<file path="src/rtl/esfa_cmd_engine.sv">
// ESFA command engine: two-stage pipeline, tagged storage,
// metadata register and occupancy tracking.
module esfa_cmd_engine #(
  parameter int DATA_W = 8,
  parameter int DEPTH  = 16
) (
  input  logic                clk,
  input  logic                rst_n,
  input  logic                mode,
  input  logic                in_valid,
  input  logic [6*DATA_W-1:0] data_in,
  output logic                out_valid,
  output logic [6*DATA_W-1:0] data_out
);

  localparam int W     = 6 * DATA_W;
  localparam int IDX_W = (DEPTH > 1) ? $clog2(DEPTH) : 1;
  localparam int OCC_W = $clog2(DEPTH + 1);

  localparam logic [DATA_W:0] DEPTH_C =
    (DATA_W + 1)'(DEPTH);
  localparam logic [OCC_W-1:0] OCC_MAX =
    OCC_W'(DEPTH);

  // S1 pipeline register
  logic          s1_valid;
  logic          s1_mode;
  logic [W-1:0]  s1_data;

  // architectural state
  logic [DEPTH-1:0]  ent_vld;
  logic [DATA_W-1:0] ent_val [DEPTH];
  logic [OCC_W-1:0]  occ;
  logic [DATA_W-1:0] meta;

  // decoded S1 command fields
  logic              will_wr;
  logic              clr;
  logic [DATA_W-1:0] idx;
  logic [DATA_W-1:0] wval;
  logic [DATA_W-1:0] meta_in;
  logic              is_meta;
  logic [DATA_W-1:0] sel;

  logic              sel_ok;
  logic              idx_ok;
  logic [IDX_W-1:0]  sel_i;
  logic [IDX_W-1:0]  idx_i;
  logic              hit;
  logic [DATA_W-1:0] rd_val;

  logic              exec;
  logic              do_clr;
  logic              do_meta;
  logic              do_wr;
  logic [OCC_W-1:0]  occ_nxt;
  logic [W-1:0]      res;

  always_ff @(posedge clk) begin
    if (!rst_n) begin
      s1_valid <= 1'b0;
    end else begin
      s1_valid <= in_valid;
    end
  end

  always_ff @(posedge clk) begin
    if (in_valid) begin
      s1_mode <= mode;
      s1_data <= data_in;
    end
  end

  always_comb begin
    will_wr = s1_data[0];
    clr     = s1_data[1];
    idx     = s1_data[2*DATA_W-1:DATA_W];
    wval    = s1_data[3*DATA_W-1:2*DATA_W];
    meta_in = s1_data[4*DATA_W-1:3*DATA_W];
    is_meta = s1_data[4*DATA_W];
    sel     = s1_data[6*DATA_W-1:5*DATA_W];
  end

  assign sel_ok = {1'b0, sel} < DEPTH_C;
  assign idx_ok = {1'b0, idx} < DEPTH_C;
  assign sel_i  = sel[IDX_W-1:0];
  assign idx_i  = idx[IDX_W-1:0];

  // lookup sees state as it stood before this command
  assign hit    = sel_ok && ent_vld[sel_i];
  assign rd_val = hit ? ent_val[sel_i] : '0;

  assign exec    = s1_valid && s1_mode;
  assign do_clr  = exec && clr;
  assign do_meta = exec && !clr && is_meta;
  assign do_wr   = exec && !clr && !is_meta
                && will_wr && idx_ok;

  always_comb begin
    occ_nxt = occ;
    if (do_clr) begin
      occ_nxt = '0;
    end else if (do_wr && !ent_vld[idx_i]
                 && occ != OCC_MAX) begin
      occ_nxt = occ + OCC_W'(1);
    end
  end

  always_comb begin
    res = '0;
    res[0] = hit;
    res[2*DATA_W-1:DATA_W]   = rd_val;
    res[3*DATA_W-1:2*DATA_W] = DATA_W'(occ_nxt);
    res[4*DATA_W-1:3*DATA_W] = meta;
  end

  always_ff @(posedge clk) begin
    if (!rst_n) begin
      ent_vld   <= '0;
      occ       <= '0;
      meta      <= '0;
      out_valid <= 1'b0;
      data_out  <= '0;
    end else begin
      out_valid <= s1_valid;
      occ       <= occ_nxt;
      if (s1_valid) begin
        data_out <= s1_mode ? res : s1_data;
      end
      if (do_clr) begin
        ent_vld <= '0;
      end else if (do_wr) begin
        ent_vld[idx_i] <= 1'b1;
      end
      if (do_meta) begin
        meta <= meta_in;
      end
    end
  end

  // payload needs no reset; validity lives in ent_vld
  always_ff @(posedge clk) begin
    if (rst_n && do_wr) begin
      ent_val[idx_i] <= wval;
    end
  end

endmodule

</file>
<file path="config.mk">
export PLATFORM = sky130hd
export DESIGN_NAME = esfa_cmd_engine
export DESIGN_NICKNAME = d
export VERILOG_FILES = /design/src/rtl/esfa_cmd_engine.sv
export SDC_FILE = /design/constraint.sdc
export NUM_CORES = 1
export LEC_CHECK = 0
export CORE_ASPECT_RATIO = 1.25
export CORE_MARGIN = 4
export CORE_UTILIZATION = 55
export CTS_CLUSTER_DIAMETER = 150
export DETAILED_ROUTE_END_ITERATION = 12
export HOLD_SLACK_MARGIN = 0.1
export MAX_ROUTING_LAYER = met4
export PLACE_DENSITY = 0.89
export SYNTH_ARGS = -nofsm -noshare
export SYNTH_HDL_FRONTEND = slang
export SYNTH_SLANG_ARGS = --single-unit
export TNS_END_PERCENT = 5
</file>
<file path="constraint.sdc">
create_clock -name clk -period 6.7 [get_ports clk]
set_clock_uncertainty 0.05 [all_clocks]
set_input_delay 0.67 -clock clk [delete_from_list [all_inputs] [get_ports clk]]
set_output_delay 0.67 -clock clk [all_outputs]
set_load 0.01 [all_outputs]
</file>
==> flow_summary.yaml <==
floorplanning:
  fp.dieW_um: 129
  ioPinCount: 101
  start_util_pct: 56.0
  design.core.area_um2: 18100
  dieHeight_um: 160
  num_rows: 55
  die_area_um2: 20700
synth:
  syn_area_um2: 10100
  synth_edf_count: 177
  synth-seq-cells: 260
  async_flop_share_pct: 0
  syn-num-nets: 743
  synthFlopType: "edfxtp_1"
  synthTopCellsByArea: "edfxtp_1 52%, dfxtp_1 16%, mux4_2 10%, nor2b_1 3.1%, nand2_1 2.6%"
  synth.distinct_cells: 48
  yosysSeqAreaShare_pct: 68.8
  syn_inst: 689
  yosysWarningCount: 0
  synth_top_area_share_pct: 52.4
  yosysTopAreaCell: "edfxtp_1"
  synth.avg_cell_area_um2: 14.7
sta:
  rsz0062_at_grt: "no"
  fin_setup_tns_ns: 0
  holdWs_ns: 0.427
  slew_headroom_pct: 22.8
  setup_ws_ns: 3.73
  clock.fmax_mhz: 337
  maxSlewViolCount: 0
  finalCritPeriodShare_pct: 44.3
  finalSetupViolCount: 0
  worstMarginPinSlew_ns: 1.16
  hold_viol: 0
  min_period_ns: 2.97
final_layout:
  fillCellCount: 1140
  final_common_cell: "edfxtp_1"
  multi_input_area_um2: 2920
  n_antenna_cell: 0
  seqCellArea_um2: 6980
  nets: 835
  drive_gt1_share_pct: 12.7
  layout_common_cells: "177 x edfxtp_1, 98 x clkdlybuf4s50_1, 81 x dfxtp_1, 71 x nand2_1, 50 x nor2b_1"
  synthToLayoutAreaGrowth_pct: 19.3
drt:
  ant_nets: 0
  drt_iter0_markers: 665
  drcViolationCount: 0
  num_vias: 6195
  wirelength_mm: 23.1
  drtPass1Iterations: 5
  avgRoutedWirePerCell_um: 22.5
  vias_per_cell: 6.04
  wl_met3_mm: 1.87
  routedLengthMet1_mm: 8.51
  top_layer: "met4"
  wl_met2_mm: 11.7
setup_path:
  worstPathRequired_ns: 7.04
  cp_top_family: "simple AND/OR/NAND/NOR gates"
  worstPathCellList: "nor4_1 > nand4b_1 > nor3_1 > o2111ai_2 > mux2_4"
  max_stage_delay_ns: 0.83
  cp-start-kind: "flop"
  worst_ep_arrival_time_ns: 3.32
  path_class: "reg2reg"
  reg2reg_depth: 5
  reg2reg_slack_ns: 3.73
  critPathMaxFanout: 11
  r2r_end: "occ[4]$_SDFF_PN0_"
  cp_slowest_cell: "nor4_1"
  cp-end-kind: "flop"
  r2r_start: "s1_data[32]$_DFFE_PP_"
  path_buf_inv: 0
pwr:
  vdd_drop_max_mv: 0.237
  total_power_mw: 3.41
  power_density_nw_per_um2: 282
  p_leak_nw: 4.09
placed_design:
  numPortBuffers: 100
  dp_worst_setup_slack_ns: 3.85
  place_hpwl_mm: 14.5
  place.gp.congestion: 0.866
min_path:
  min_from: "meta[1]$_SDFFE_PN0P_"
  min_to: "meta[1]$_SDFFE_PN0P_"
  hold_depth: 2
  hp-class: "reg2reg"
clock_network:
  h-tree-depth: 1
  hold_buffers: 0
  cts_buffers: 23
  cts_root_buf: "clkbuf_16"
  cts_setup_buffers: 0
  cts_resized: 0
  clk_pin_slew_worst_paths_ns: 0.06
  tritoncts: "yes"
  cts.sinks: 260
  clock_path_buffers: 3
  clk_latency_ns: 0.51
global_routing:
  grt-ovfl-total: 0
  antenna_found_initial: 0
  grt_max_degree: 68
  grt_pass1_wl_mm: 36.1
  grt_usage_pct: 23.4
  grt_pass1_vias: 6308
status:
  status: "finished clean"
job:
  drv_cap: 0
-- stage by stage --
| stage | area, µm² | utilization (%) | instances |
|---|---|---|---|
| floorplan | 10100 | - | 689 |
| global placement | 11300 | 62.5 | 984 |
| detailed placement | 11300 | 62.5 | 984 |
| CTS | 12100 | 66.9 | 1026 |
| global route | 12100 | 66.9 | 1026 |
| finish | 12100 | 66.9 | 1026 |
-- routing by layer --
| metal | GRT usage [%] | up-vias |
|---|---|---|
| li1 | - | 2738 |
| met1 | 30.2 | 3027 |
| met2 | 38.2 | 373 |
| met3 | 2.78 | 57 |
| met4 | 8.74 | 0 |
| met5 | - | - |
-- cells by family (layout without fill, tap and decap cells) --
group / Yosys count / after routing / share of synthesized area (%)
buf+inv: 60 / 169 / 2.42
flops: 260 / 260 / 68.8
mux: 65 / 65 / 12.6
compound gates: 98 / 98 / 6.08
simple gates: 204 / 204 / 9.88
fa+ha+maj: 2 / 2 / 0.247
-- cell type report --
| class | count | share of cell area, % |
|---|---|---|
| Sequential cell | 260 | 57.7 |
| Multi-Input combinational cell | 369 | 24.1 |
| Timing Repair Buffer | 107 | 8.62 |
| Clock buffer | 34 | 5.35 |
| Tap cell | 228 | 2.36 |
| Clock inverter | 8 | 1.22 |
| Inverter | 20 | 0.620 |
-- where the power goes --
part | switching (mW) | internal (mW)
clock | 0.555 | 0.826
combinational | 0.0902 | 0.116
sequential | 0.0621 | 1.76
total | 0.707 | 2.70
-- worst max-delay path by stage --
stage                               start                 to  depth (start not counted)
floorplan            s1_data[9]$_DFFE_PP_  occ[4]$_SDFF_PN0_                          7
global placement    s1_data[32]$_DFFE_PP_  occ[4]$_SDFF_PN0_                          5
detailed placement  s1_data[32]$_DFFE_PP_  occ[4]$_SDFF_PN0_                          5
CTS                 s1_data[32]$_DFFE_PP_  occ[4]$_SDFF_PN0_                          5
global route        s1_data[32]$_DFFE_PP_  occ[4]$_SDFF_PN0_                          5
finish              s1_data[32]$_DFFE_PP_  occ[4]$_SDFF_PN0_                          5
-- sequential cells by signal, summed over array words and instances (netlist names), named ones only --
name       count
s1_valid       1
occ            5
meta           8
ent_val      128
data_out      48
s1_mode        1
ent_vld       16
out_valid      1
s1_data       48
-- worst register-to-register path: stages, from the launching register on --
cell       delay [ns]
edfxtp_1         0.44
nor4_1           0.83
nand4b_1         0.23
nor3_1           0.82
o2111ai_2        0.18
mux2_4           0.32
-- synthesized netlist by cell type, types with 2 or more instances --
cell      number
nand4_1        2
inv_1         20
mux2i_1       10
mux2_2         6
dfxtp_1       83
clkbuf_1      31
o22ai_1        6
nand4b_1       3
o311ai_0       3
edfxtp_1     177
o211ai_1       2
nor3_1         3
nand2b_1       3
nor2_1        41
buf_1          2
o211a_1        8
o21ai_0       18
nor4_1         3
buf_2          3
mux4_1         3
nand3_1       11
a21oi_1       44
and2_1         9
mux4_2        45
buf_4          2
nand2_1       71
ha_1           2
nor2b_1       51
a21boi_0       8
Note: power is estimated with default switching activity, not from simulation.
